`src/rtl/display_scan_controller_if.sv`:
```
// Time inputs, mode controls and scanned digit outputs of the display scan controller.
interface display_scan_controller_if;
    logic [4:0] hours;
    logic [5:0] minutes;
    logic [1:0] blink_sel;
    logic       display_en;
    logic [1:0] digit_sel;
    logic [3:0] hour_tens;
    logic [3:0] hour_ones;
    logic [3:0] min_tens;
    logic [3:0] min_ones;
    logic       frame_tick;

    modport master (
        output hours, minutes, blink_sel, display_en,
        input  digit_sel, hour_tens, hour_ones, min_tens, min_ones, frame_tick
    );

    modport slave (
        input  hours, minutes, blink_sel, display_en,
        output digit_sel, hour_tens, hour_ones, min_tens, min_ones, frame_tick
    );
endinterface

```
`src/rtl/display_scan_controller.sv`:
```
// Four-digit scan controller: snapshots hours/minutes once per frame into BCD digit registers.
// Optional macro LEADING_ZERO_BLANK_EN blanks a zero hour-tens digit.
module display_scan_controller #(
    parameter int unsigned REFRESH_DIV  = 100000,
    parameter int unsigned BLINK_FRAMES = 125
) (
    input logic clk,
    input logic rst,
    display_scan_controller_if.slave scan
);
    localparam int unsigned   PW         = $clog2(REFRESH_DIV);
    localparam int unsigned   FW         = (BLINK_FRAMES > 1) ? $clog2(BLINK_FRAMES) : 1;
    localparam logic [PW-1:0] PRESC_LAST = PW'(REFRESH_DIV - 1);
    localparam logic [FW-1:0] FRAME_LAST = FW'(BLINK_FRAMES - 1);
    localparam logic [3:0]    BLANK      = 4'hF;

    logic [PW-1:0] presc;
    logic [1:0]    digit_sel;
    logic [FW-1:0] frame_cnt;
    logic          blink_phase;
    logic [3:0]    hour_tens, hour_ones, min_tens, min_ones;
    logic          frame_tick;

    logic          slot_tick, frame_end, next_phase;
    logic [3:0]    h_tens, h_ones, m_tens, m_ones;
    logic          invalid, blank_all, blank_hours, blank_minutes;

    // Repeated compare/subtract; six passes cover any 6-bit value.
    function automatic logic [7:0] to_bcd(input logic [5:0] value);
        logic [5:0] rem;
        logic [3:0] tens;
        rem  = value;
        tens = '0;
        for (int unsigned i = 0; i < 6; i++) begin
            if (rem >= 6'd10) begin
                rem  = rem - 6'd10;
                tens = tens + 4'd1;
            end
        end
        return {tens, rem[3:0]};
    endfunction

    assign slot_tick = (presc == PRESC_LAST);
    assign frame_end = slot_tick && (digit_sel == 2'b11);

    always_comb begin
        {h_tens, h_ones} = to_bcd({1'b0, scan.hours});
        {m_tens, m_ones} = to_bcd(scan.minutes);
        // The load on the wrapping boundary already uses the toggled phase.
        next_phase    = (frame_cnt == FRAME_LAST) ? ~blink_phase : blink_phase;
        invalid       = (scan.hours > 5'd23) || (scan.minutes > 6'd59);
        blank_all     = !scan.display_en || invalid;
        blank_hours   = blank_all || (next_phase && scan.blink_sel[0]);
        blank_minutes = blank_all || (next_phase && scan.blink_sel[1]);
    end

    always_ff @(posedge clk) begin
        if (rst) begin
            presc       <= '0;
            digit_sel   <= '0;
            frame_cnt   <= '0;
            blink_phase <= 1'b0;
            hour_tens   <= '0;
            hour_ones   <= '0;
            min_tens    <= '0;
            min_ones    <= '0;
            frame_tick  <= 1'b0;
        end else begin
            frame_tick <= 1'b0;
            if (slot_tick) begin
                presc     <= '0;
                digit_sel <= digit_sel + 2'd1;
            end else begin
                presc <= presc + 1'b1;
            end

            if (frame_end) begin
                frame_tick  <= 1'b1;
                frame_cnt   <= (frame_cnt == FRAME_LAST) ? '0 : frame_cnt + 1'b1;
                blink_phase <= next_phase;
`ifdef LEADING_ZERO_BLANK_EN
                hour_tens   <= (blank_hours || (h_tens == 4'd0)) ? BLANK : h_tens;
`else
                hour_tens   <= blank_hours ? BLANK : h_tens;
`endif
                hour_ones   <= blank_hours ? BLANK : h_ones;
                min_tens    <= blank_minutes ? BLANK : m_tens;
                min_ones    <= blank_minutes ? BLANK : m_ones;
            end
        end
    end

    assign scan.digit_sel  = digit_sel;
    assign scan.hour_tens  = hour_tens;
    assign scan.hour_ones  = hour_ones;
    assign scan.min_tens   = min_tens;
    assign scan.min_ones   = min_ones;
    assign scan.frame_tick = frame_tick;
endmodule

```
`src/flat_wrapper.sv`:
```
// flat-port wrapper written by rule: the top's interface ports become plain ports
module display_scan_controller_flat 
#(
    parameter int unsigned REFRESH_DIV  = 100000,
    parameter int unsigned BLINK_FRAMES = 125
)
  (clk, rst, scan_hours, scan_minutes, scan_blink_sel, scan_display_en, scan_digit_sel, scan_hour_tens, scan_hour_ones, scan_min_tens, scan_min_ones, scan_frame_tick);
  display_scan_controller_if scan_i ();
  input logic clk;
  input logic rst;
  input wire logic [$bits(scan_i.hours)-1:0] scan_hours;
  input wire logic [$bits(scan_i.minutes)-1:0] scan_minutes;
  input wire logic [$bits(scan_i.blink_sel)-1:0] scan_blink_sel;
  input wire logic [$bits(scan_i.display_en)-1:0] scan_display_en;
  output wire logic [$bits(scan_i.digit_sel)-1:0] scan_digit_sel;
  output wire logic [$bits(scan_i.hour_tens)-1:0] scan_hour_tens;
  output wire logic [$bits(scan_i.hour_ones)-1:0] scan_hour_ones;
  output wire logic [$bits(scan_i.min_tens)-1:0] scan_min_tens;
  output wire logic [$bits(scan_i.min_ones)-1:0] scan_min_ones;
  output wire logic [$bits(scan_i.frame_tick)-1:0] scan_frame_tick;
  assign scan_i.hours = scan_hours;
  assign scan_i.minutes = scan_minutes;
  assign scan_i.blink_sel = scan_blink_sel;
  assign scan_i.display_en = scan_display_en;
  assign scan_digit_sel = scan_i.digit_sel;
  assign scan_hour_tens = scan_i.hour_tens;
  assign scan_hour_ones = scan_i.hour_ones;
  assign scan_min_tens = scan_i.min_tens;
  assign scan_min_ones = scan_i.min_ones;
  assign scan_frame_tick = scan_i.frame_tick;
  display_scan_controller #(.REFRESH_DIV(REFRESH_DIV), .BLINK_FRAMES(BLINK_FRAMES)) u_core (.clk(clk), .rst(rst), .scan(scan_i));
endmodule
```
`config.mk`:
```
export PLATFORM = sky130hd
export DESIGN_NAME = display_scan_controller_flat
export DESIGN_NICKNAME = d
export VERILOG_FILES = /design/src/rtl/display_scan_controller_if.sv /design/src/rtl/display_scan_controller.sv /design/src/flat_wrapper.sv
export SDC_FILE = /design/constraint.sdc
export NUM_CORES = 1
export LEC_CHECK = 0
export CAP_MARGIN = 20
export CORE_ASPECT_RATIO = 2
export CORE_MARGIN = 2
export CORE_UTILIZATION = 45
export CTS_CLUSTER_DIAMETER = 120
export DETAILED_ROUTE_END_ITERATION = 8
export HOLD_SLACK_MARGIN = 0.15
export MAX_ROUTING_LAYER = met4
export PLACE_DENSITY = 0.71
export SYNTH_ARGS = -nofsm -noshare
export SYNTH_HDL_FRONTEND = slang
export SYNTH_SLANG_ARGS = --single-unit
```
`constraint.sdc`:
```
create_clock -name clk -period 9 [get_ports clk]
set_input_delay 1.35 -clock clk [delete_from_list [all_inputs] [get_ports clk]]
set_output_delay 1.35 -clock clk [all_outputs]
set_load 0.02 [all_outputs]
```
**Word-level counts from Yosys, hierarchy flattened**

Cells that the tools add are included.

- Add/sub/neg operators: 25
- Order comparisons: 14
- Equal/unequal tests: 3
- Multiplexer cells: 31
- Bitwise operators: 1
- Reduce and logical (&&, ||, !) cells: 9

Operator list:

| operator | count |
|---|---|
| 6-bit by 4-bit greater-or-equal comparator with 1-bit output, second input constant | 11 |
| 4-bit 2-to-1 mux | 16 |
| 6-bit 2-to-1 mux | 10 |
| 6-bit by 4-bit subtractor with 6-bit output, second input constant | 9 |
| 4-bit by 1-bit adder with 4-bit output, second input constant | 8 |
| 17-bit by 1-bit adder with 17-bit output, second input constant | 1 |
| 17-bit == test, second input constant | 1 |
| 4-bit subtractor, second input constant | 2 |
| 7-bit by 1-bit adder with 7-bit output, second input constant | 1 |
| 7-bit == test, second input constant | 1 |
| 7-bit 2-to-1 mux | 1 |
| 6-bit > comparator, second input constant | 1 |
| 5-bit by 4-bit subtractor with 6-bit output, second input constant | 1 |
| 5-bit by 4-bit greater-or-equal comparator with 1-bit output, second input constant | 1 |
| 5-bit > comparator, second input constant | 1 |
| 1-bit by 1-bit adder with 2-bit output, second input constant | 2 |
| 1-bit logical OR | 4 |
| 1-bit 2-to-1 mux | 4 |
| 1-bit logical AND | 3 |
| 2-bit by 1-bit adder with 2-bit output, second input constant | 1 |
| 2-bit == test, second input constant | 1 |
| 2-bit OR reduction | 1 |
| 1-bit logical NOT | 1 |
| 1-bit NOT | 1 |

- Bits in registers: 44
- Input port bits: 16
- Output and inout port bits: 19

**Depth between registers and ports, before layout**

Gate-level depths: netlist of the first run.

- Depth after elaboration: 13
- Mapped depth: 37
- Depth with buffers taken out: 35

**Worst setup path after synthesis of the first run**

Ideal clock, no wire load.

- Path kind: input-to-reg
- From: input port scan_hours[2]
- To: register u_core.hour_ones[3] (netlist: u_core.scan.hour_ones[3])
- Library setup time: 0.086 ns
- Arrival: 7.537 ns
- Path slack: 1.378 ns
- Cell stages on the path: 34
- Path buffers: 2
- Path through: clkbuf_1 inv_1 ha_1 nand2b_1 clkbuf_1 nand2_1 a21oi_1 mux2i_1 inv_1 ha_1 nand2b_1 a311oi_1 o32a_1 or3_1 and2_1 ha_1 nand2_1 a21oi_1 o21bai_1 nand2_1 mux2i_1 ha_1 nor2b_1 a311o_1 a21oi_1 nand2_1 xnor2_1 a21boi_0 xor2_1 ha_1 nor4_1 a21oi_1 o21a_1 a211oi_1

- Cells in the longest elaborated chain, start to end: 13

Ends and longest elaborated chain:

| element | RTL line | RTL |
|---|---|---|
| from (decl) | flat_wrapper.sv:11 | `input wire logic [$bits(scan_i.hours)-1:0] scan_hours;` |
| 5-bit by 4-bit subtractor with 6-bit output or 5-bit by 4-bit greater-or-equal comparator with 1-bit output (tied branches) | display_scan_controller.sv:36, display_scan_controller.sv:35 |  |
| 6-bit 2-to-1 mux | display_scan_controller.sv:35 | `if (rem >= 6'd10) begin` |
| 6-bit by 4-bit subtractor with 6-bit output or 6-bit by 4-bit greater-or-equal comparator with 1-bit output (tied branches) | display_scan_controller.sv:36, display_scan_controller.sv:35 |  |
| 6-bit 2-to-1 mux | display_scan_controller.sv:35 |  |
| 6-bit by 4-bit subtractor with 6-bit output or 6-bit by 4-bit greater-or-equal comparator with 1-bit output (tied branches) | display_scan_controller.sv:36, display_scan_controller.sv:35 |  |
| 6-bit 2-to-1 mux | display_scan_controller.sv:35 |  |
| 6-bit by 4-bit subtractor with 6-bit output or 6-bit by 4-bit greater-or-equal comparator with 1-bit output (tied branches) | display_scan_controller.sv:36, display_scan_controller.sv:35 |  |
| 6-bit 2-to-1 mux | display_scan_controller.sv:35 |  |
| 6-bit by 4-bit subtractor with 6-bit output or 6-bit by 4-bit greater-or-equal comparator with 1-bit output (tied branches) | display_scan_controller.sv:36, display_scan_controller.sv:35 |  |
| 6-bit 2-to-1 mux | display_scan_controller.sv:35 |  |
| 6-bit by 4-bit greater-or-equal comparator with 1-bit output or 4-bit subtractor (tied branches) | display_scan_controller.sv:35, display_scan_controller.sv:36 |  |
| 4-bit 2-to-1 mux | display_scan_controller.sv:35 |  |
| 4-bit 2-to-1 mux (*) | display_scan_controller.sv:86 | `hour_ones <= blank_hours ? BLANK : h_ones;` |
| to (signal assigned) | display_scan_controller.sv:86 |  |
| to (decl) | display_scan_controller.sv:21 | `logic [3:0] hour_tens, hour_ones, min_tens, min_ones;` |

Mark *: on every way between the ends. The rest lies on a longest branch, timed or not.
A chain may end at the register's enable or synchronous reset.

**Worst setup path after layout of the first run**

- From: input port scan_hours[2]
- To: register u_core.hour_tens[2] (netlist: u_core.scan.hour_tens[2])

- Cells in the longest elaborated chain, start to end: 13

Ends and longest elaborated chain:

| element | RTL line | RTL |
|---|---|---|
| 5-bit by 4-bit subtractor with 6-bit output or 5-bit by 4-bit greater-or-equal comparator with 1-bit output (tied branches) | display_scan_controller.sv:36, display_scan_controller.sv:35 |  |
| 6-bit 2-to-1 mux or 1-bit 2-to-1 mux (tied branches) | display_scan_controller.sv:35 |  |
| 6-bit by 4-bit subtractor with 6-bit output, or another cell as far along | display_scan_controller.sv:36 | `rem = rem - 6'd10;` |
| 6-bit 2-to-1 mux or 4-bit 2-to-1 mux (tied branches) | display_scan_controller.sv:35 |  |
| 6-bit by 4-bit subtractor with 6-bit output, or another cell as far along | display_scan_controller.sv:36 |  |
| 6-bit 2-to-1 mux or 4-bit 2-to-1 mux (tied branches) | display_scan_controller.sv:35 |  |
| 6-bit by 4-bit subtractor with 6-bit output, or another cell as far along | display_scan_controller.sv:36 |  |
| 6-bit 2-to-1 mux or 4-bit 2-to-1 mux (tied branches) | display_scan_controller.sv:35 |  |
| 6-bit by 4-bit subtractor with 6-bit output, or another cell as far along | display_scan_controller.sv:36 |  |
| 6-bit 2-to-1 mux or 4-bit 2-to-1 mux (tied branches) | display_scan_controller.sv:35 |  |
| 6-bit by 4-bit greater-or-equal comparator with 1-bit output or 4-bit by 1-bit adder with 4-bit output (tied branches) | display_scan_controller.sv:35, display_scan_controller.sv:37 |  |
| 4-bit 2-to-1 mux | display_scan_controller.sv:35 |  |
| 4-bit 2-to-1 mux (*) | display_scan_controller.sv:84 | `hour_tens <= blank_hours ? BLANK : h_tens;` |
| to (signal assigned) | display_scan_controller.sv:84 |  |
| to (decl) | display_scan_controller.sv:21 |  |

Marked as above.

==> PnR_summary.wiki, run 1 <==
{| class="wikitable"
! Metric !! Value
|-
| DIE HEIGHT || 147 µm
|-
| Largest fanout of any net on the critical path || 8
|-
| Post-synth cell types || 89
|-
| Crit path top cell by count || sky130_fd_sc_hd__ha_1
|-
| Hold Crit Depth || 1
|-
| Final estimated routing congestion in global placement || 0.958
|-
| Syn Std Cell Area || 4590 µm²
|-
| Post-layout worst setup margin || 0.667 ns
|-
| Sort of element at the start of the critical path || primary input
|-
| Average wire per standard cell || 15.8 µm
|-
| Net count of the mapped netlist || 635
|-
| Endpoints failing hold || 0
|-
| Final routed DRC violation total || 0
|-
| Worst Setup Path Type || primary input to flip-flop
|-
| 1st-pass router iterations || 4
|-
| Final non-filler cell area || 5220 µm²
|-
| Wire length of the first global-routing pass || 20000 µm
|-
| Sequential group share of total power || 0.229
|-
| Vias in the first global route || 4501
|-
| Number of synthesized flops with an enable pin || 0
|-
| Clock root buffer || sky130_fd_sc_hd__clkbuf_16
|-
| Post-detailed-routing wire length || 11900 µm
|-
| Worst Reg-to-Reg Cells || 9
|-
| Power Internal || 518 µW
|-
| Fraction of power consumed by combinational cells || 0.534
|-
| Count of yosys warnings during synthesis || 0
|-
| Maximum buffer depth of the clock tree || 2
|-
| Setup slack after placement || 0.221 ns
|-
| Fraction of layout cells with a size suffix above 1 || 0.0840
|-
| Max stage delay cell, worst path || sky130_fd_sc_hd__mux2_2
|-
| Power per Cell Area || 165 nW/µm²
|-
| Worst-margin pin slew || 0.837 ns
|-
| Portion of total power attributed to the clock network || 0.238
|-
| Slew headroom || 0.437
|-
| Total global-route track usage || 0.225
|-
| Switching share of power || 0.399
|-
| Data arrival at the endpoint of the critical path || 8.52 ns
|-
| Synthesized area per cell || 7.75 µm²
|-
| Post-route ant nets || 0
|-
| Share of synthesized flip-flops with an asynchronous set or reset || 0
|-
| Clock tree sinks || 44
|-
| Sequential-to-total area share from yosys stat || 0.192
|-
| Clock tree from TritonCTS || done
|-
| DR vias || 4576
|-
| Clock period minus worst slack || 8.33 ns
|-
| HPWL reported at the end of detailed placement || 9660 µm
|-
| Post-place instance area || 5040 µm²
|-
| Final number of setup-violating endpoints || 0
|-
| Initial antenna violation count || 0
|-
| Initial standard-cell utilization of the core || 0.458
|-
| Port Buffer Count || 34
|-
| Total Neg Setup Slack || 0 ns
|-
| Via-per-instance ratio || 6.07
|-
| Run status || complete, no violations
|-
| Biggest cell delay along the critical path || 0.42 ns
|-
| Worst-case vdd ir drop || 0.0987 mV
|-
| F_max || 0.120 GHz
|-
| Clock latency on the worst-skew pair || 0.29 ns
|-
| Total congestion overflow after global routing || 0
|-
| Row count || 52
|-
| Final worst clock skew || 0.00461 ns
|-
| Total of max-cap violations || 0
|-
| Layout overhead on the synthesized area || 13.8%
|-
| Portion of the clock cycle consumed by the worst path in the final layout || 0.926
|-
| Total instance count after detailed placement || 746
|-
| Count of hold buffers inserted by post-cts repair || 0
|-
| Number of pins exceeding their max-slew limit in the final report || 0
|-
| Net switching power of the design || 344 µW
|-
| Setup repair after global routing missed its margin || no
|-
| Type of the worst min-delay path || flip-flop to flip-flop
|-
| Die extent in x || 75.4 µm
|-
| Number of buffers inserted during clock tree synthesis || 5
|-
| Critical path endpoint category || flip-flop
|-
| Synthesized instance count || 592
|-
| Data required, critical path || 9.18 ns
|-
| Top-Level Pins || 35
|-
| Register bit total from synthesis || 44
|-
| Final Net Count || 661
|-
| Core area || 10000 µm²
|-
| CTS H-Tree Depth || 2
|-
| Area of the die || 11100 µm²
|-
| Pin count of the biggest net entering global routing || 24
|-
| Clock slew at the register clock pins of the worst setup and hold paths || 0.06 ns
|-
| Final standard cell count with taps included and fillers excluded || 754
|-
| Starting DRC count in detailed routing || 195
|-
| Post-synth top flop || sky130_fd_sc_hd__dfxtp_1
|-
| Number of inserted diodes || 0
|-
| Static leakage || 1.95 nW
|}
-- Yosys cell counts, types with 7 or more instances --
cell	instances	area (µm²)
sky130_fd_sc_hd__a211oi_1	22	165
sky130_fd_sc_hd__a21o_1	7	52.6
sky130_fd_sc_hd__a21oi_1	34	170
sky130_fd_sc_hd__a31oi_1	7	43.8
sky130_fd_sc_hd__and2_1	8	50.1
sky130_fd_sc_hd__and3_1	7	43.8
sky130_fd_sc_hd__clkbuf_1	11	41.3
sky130_fd_sc_hd__dfxtp_1	44	881
sky130_fd_sc_hd__ha_1	27	338
sky130_fd_sc_hd__inv_1	25	93.8
sky130_fd_sc_hd__mux2_2	7	78.8
sky130_fd_sc_hd__mux2i_1	10	100
sky130_fd_sc_hd__nand2_1	40	150
sky130_fd_sc_hd__nand3_1	25	125
sky130_fd_sc_hd__nand4_1	9	56.3
sky130_fd_sc_hd__nor2_1	67	251
sky130_fd_sc_hd__nor2b_1	7	43.8
sky130_fd_sc_hd__nor3_1	7	35.0
sky130_fd_sc_hd__o21ai_0	31	155
sky130_fd_sc_hd__o21ai_1	7	35.0
sky130_fd_sc_hd__or3_1	12	75.1
sky130_fd_sc_hd__xnor2_1	16	140
sky130_fd_sc_hd__xor2_1	25	219
-- logic make-up after synthesis --
| family | after synthesis | share of synthesized area |
|---|---|---|
| buf+inv | 46 | 0.0425 |
| simple gates | 229 | 0.263 |
| xor+xnor | 44 | 0.0905 |
| fa+ha+maj | 27 | 0.0736 |
| compound gates | 185 | 0.300 |
| flops | 44 | 0.192 |
| mux | 17 | 0.0390 |
-- path summary, 6_finish.rpt --
| path | from | to | slack (ns) |
|---|---|---|---|
| hold reg to reg | u_core.presc[0] | u_core.presc[0] | 0.49 |
| setup reg to reg | u_core.presc[0] | u_core.frame_cnt[5] | 5.77 |
| hold / removal | u_core.presc[0] | u_core.presc[0] | 0.49 |
| setup / recovery | scan_hours[2] | u_core.scan.hour_tens[2] | 0.67 |
-- routing by layer --
metal | GRT usage | wire, µm | vias up | share of wire
li1 | - | - | 2273 | -
met1 | 0.223 | 4580 | 2157 | 0.39
met2 | 0.422 | 6640 | 107 | 0.56
met3 | 0.0165 | 251 | 39 | 0.021
met4 | 0.0991 | 414 | 0 | 0.035
met5 | - | 0 | - | 0
-- state kept, by name (all words and copies together) (netlist names) --
register	count
u_core.scan.min_ones	4
u_core.blink_phase	1
u_core.scan.hour_ones	4
u_core.scan.hour_tens	4
u_core.frame_cnt	7
u_core.presc	17
u_core.scan.min_tens	4
u_core.scan.frame_tick	1
u_core.scan.digit_sel	2
-- stage by stage --
| stage | total power, mW | hold WS [ns] | utilization |
|---|---|---|---|
| after floorplan | 0.566 | 0.437 | - |
| after global placement | 0.635 | 0.455 | 0.503 |
| after detailed placement | 0.654 | 0.478 | 0.503 |
| after CTS | 0.862 | 0.490 | 0.519 |
| after global routing | 0.922 | 0.508 | 0.521 |
| final | 0.862 | 0.485 | 0.521 |
-- final cells by class --
type	instances	area [µm²]
Fill cell	1004	4800
Clock buffer	6	129
Clock inverter	2	35.0
Sequential cell	44	881
Tap cell	135	169
Multi-Input combinational cell	502	3530
Inverter	26	97.6
Timing Repair Buffer	39	378
-- critical path, delay by kind of cell --
| kind | cells | cell delay (ns) |
|---|---|---|
| AO/OA/AOI/OAI | 10 | 2.35 |
| AND/OR/NAND/NOR | 9 | 1.71 |
| adder cells (fa/ha/maj) | 6 | 1.37 |
| multiplexers | 3 | 1.06 |
| buffers and inverters | 2 | 0.52 |
| XOR/XNOR | 1 | 0.14 |
-- timing repair --
action                                  CTS  global route
buffers inserted                          0             0
endpoints found under the setup margin    0             4
resized for setup                         0             4
-- power by group through the flow --
stage | clock (mW) | sequential [mW] | combinational [mW]
detailed placement | 0 | 0.202 | 0.452
finish | 0.205 | 0.197 | 0.460
global route | 0.215 | 0.197 | 0.510
floorplan | 0 | 0.201 | 0.365
CTS | 0.209 | 0.197 | 0.456
global placement | 0 | 0.201 | 0.434
-- placed cells by master, fill, tap and decap left out, types with 22 or more instances in the layout --
cell / instances
sky130_fd_sc_hd__a211oi_1: 22
sky130_fd_sc_hd__clkdlybuf4s50_1: 34
sky130_fd_sc_hd__inv_1: 25
sky130_fd_sc_hd__dfxtp_1: 44
sky130_fd_sc_hd__nand3_1: 25
sky130_fd_sc_hd__nand2_1: 40
sky130_fd_sc_hd__nor2_1: 66
sky130_fd_sc_hd__o21ai_0: 31
sky130_fd_sc_hd__ha_1: 27
sky130_fd_sc_hd__a21oi_1: 33
sky130_fd_sc_hd__xor2_1: 25
No activity file was read; power rests on OpenSTA's default activity.
==> run 2, diff against run 1 <==
Settings changed: CORE_UTILIZATION 45 to 29, DONT_BUFFER_PORTS set to 1, PLACE_DENSITY 0.71 to 0.5.
==> PnR_summary.wiki, run 2 (synthesis gave the netlist of run 1 again) <==
{| class="wikitable"
! Metric !! Value
|-
| Multi-input gate area in the final layout || 3510 µm²
|-
| Final routed DRC violation total || 0
|-
| Biggest cell delay along the critical path || 0.44 ns
|-
| Post-CTS setup buffer count || 0
|-
| Final worst clock skew || 0.00246 ns
|-
| Post-detailed-routing wire length || 11300 µm
|-
| Launching point of the worst reg2reg path || u_core.presc[0]
|-
| Final Net Count || 623
|-
| Area of the die || 16900 µm²
|-
| Top-Level Pins || 35
|-
| Layout overhead on the synthesized area || 6.76%
|-
| Starting DRC count in detailed routing || 361
|-
| Clock tree sinks || 44
|-
| Endpoints failing hold || 0
|-
| Critical path endpoint category || flip-flop
|-
| Port Buffer Count || 0
|-
| Static leakage || 1.80 nW
|-
| Die extent in x || 93.0 µm
|-
| Regs by FF count || u_core.presc (17), u_core.frame_cnt (7)
|-
| Most common cell after layout, fill and taps aside || sky130_fd_sc_hd__nor2_1
|-
| Core area || 15600 µm²
|-
| DIE HEIGHT || 182 µm
|-
| Run status || complete, no violations
|-
| Setup repair after global routing missed its margin || no
|-
| CTS H-Tree Depth || 2
|-
| Cell class contributing the biggest share of worst-path delay || compound AO/OA/AOI/OAI gates
|-
| Power per Cell Area || 167 nW/µm²
|-
| Initial antenna violation count || 0
|-
| Beginning of the critical path || scan_hours[2]
|-
| Average wire per standard cell || 14.5 µm
|-
| Vias in the first global route || 4017
|-
| Slew headroom || 0.510
|-
| Number of buffers inserted during clock tree synthesis || 5
|-
| Clock period minus worst slack || 7.86 ns
|-
| Area used by sequential logic in the layout || 881 µm²
|-
| Portion of the clock cycle consumed by the worst path in the final layout || 0.874
|-
| Clock tree from TritonCTS || done
|-
| Fraction of layout cells with a size suffix above 1 || 0.0775
|-
| Number of pins exceeding their max-slew limit in the final report || 0
|-
| Clock root buffer || sky130_fd_sc_hd__clkbuf_16
|-
| Worst-margin pin slew || 0.729 ns
|-
| Fill cell instance count of the final layout || 1682
|-
| F_max || 0.127 GHz
|-
| Number of flip-flops under the largest register name || 17
|-
| Count of hold buffers inserted by post-cts repair || 0
|-
| Worst-case vdd ir drop || 0.107 mV
|-
| Power consumption || 818 µW
|-
| Number of inserted diodes || 0
|-
| Row count || 65
|-
| Max stage delay cell, worst path || sky130_fd_sc_hd__xnor2_1
|-
| Register bank with the most flops || u_core.presc
|-
| HPWL reported at the end of detailed placement || 8840 µm
|-
| Buffers plus inverters on the worst setup path || 2
|-
| Wire length of the first global-routing pass || 18900 µm
|-
| DR vias || 4303
|-
| Post-route ant nets || 0
|-
| Final number of setup-violating endpoints || 0
|-
| Total Neg Setup Slack || 0 ns
|-
| Data required, critical path || 9.20 ns
|-
| Hold Path Origin || u_core.frame_cnt[6]
|-
| Final estimated routing congestion in global placement || 0.852
|-
| Pin count of the biggest net entering global routing || 24
|-
| Worst Setup Path Type || primary input to flip-flop
|-
| 1st-pass router iterations || 4
|-
| Initial standard-cell utilization of the core || 0.294
|-
| PostCTS Resize Cnt || 0
|-
| Type of the worst min-delay path || flip-flop to flip-flop
|-
| Via-per-instance ratio || 5.50
|-
| Total of max-cap violations || 0
|-
| Worst reg-to-reg setup slack || 5.87 ns
|-
| Commonest cells after routing, fill and taps aside || sky130_fd_sc_hd__nor2_1 (67), sky130_fd_sc_hd__dfxtp_1 (44), sky130_fd_sc_hd__nand2_1 (40)
|-
| Clock slew at the register clock pins of the worst setup and hold paths || 0.06 ns
|-
| Total congestion overflow after global routing || 0
|-
| Data arrival at the endpoint of the critical path || 8.06 ns
|-
| Maximum buffer depth of the clock tree || 2
|-
| Sort of element at the start of the critical path || primary input
|-
| Largest fanout of any net on the critical path || 15
|-
| Total global-route track usage || 0.136
|-
| Clock latency on the worst-skew pair || 0.28 ns
|}
==> run 2: report_power, final <==
part,switching [mW],internal [mW],total (mW),leakage (nW)
combinational,0.255,0.183,0.438,1.36
clock,0.0731,0.109,0.182,0.0766
sequential,0.00139,0.196,0.197,0.355
total,0.330,0.488,0.818,1.80
==> run 2: worst min-delay path: stages (launching register included) <==
cell and delay, ns:
sky130_fd_sc_hd__dfxtp_1 0.31, sky130_fd_sc_hd__o21ai_0 0.07, sky130_fd_sc_hd__a21oi_1 0.06
==> run 2: per-layer routing <==
layer  GRT usage  routed length [µm]  vias to the layer above
met3      0.0295                 479                       13
met4      0.0306                 101                        0
li1            -                   -                     2188
met5           -                   0                        -
met1       0.181                5400                     2019
met2       0.212                5370                       83
==> run 2: area by class of cell <==
cell class,count,share of cell area
Clock buffer,6,0.0283
Clock inverter,2,0.00204
Inverter,26,0.0199
Multi-Input combinational cell,502,0.717
Sequential cell,44,0.180
Tap cell,201,0.0513
Timing Repair Buffer,1,0.00153
==> run 2: path summary, 6_finish.rpt <==
| path | to | cells past startpoint |
|---|---|---|
| setup / recovery | u_core.scan.hour_ones[3] | 32 |
| hold / removal | u_core.frame_cnt[6] | 2 |
| setup reg to reg | u_core.frame_cnt[5] | 9 |
| hold reg to reg | u_core.frame_cnt[6] | 2 |
==> run 2: metrics by stage <==
step | cell area (µm²) | setup slack, ns | cells | util | hold slack, ns
2_1_floorplan | 4590 | 1.38 | 592 | - | 0.437
3_3_place_gp | 4750 | 1.15 | 774 | 0.304 | 0.466
3_5_place_dp | 4750 | 0.866 | 774 | 0.304 | 0.477
4_1_cts | 4900 | 1.16 | 782 | 0.314 | 0.490
5_1_grt | 4900 | 0.314 | 782 | 0.314 | 0.521
6_report | 4900 | 1.14 | 782 | 0.314 | 0.487
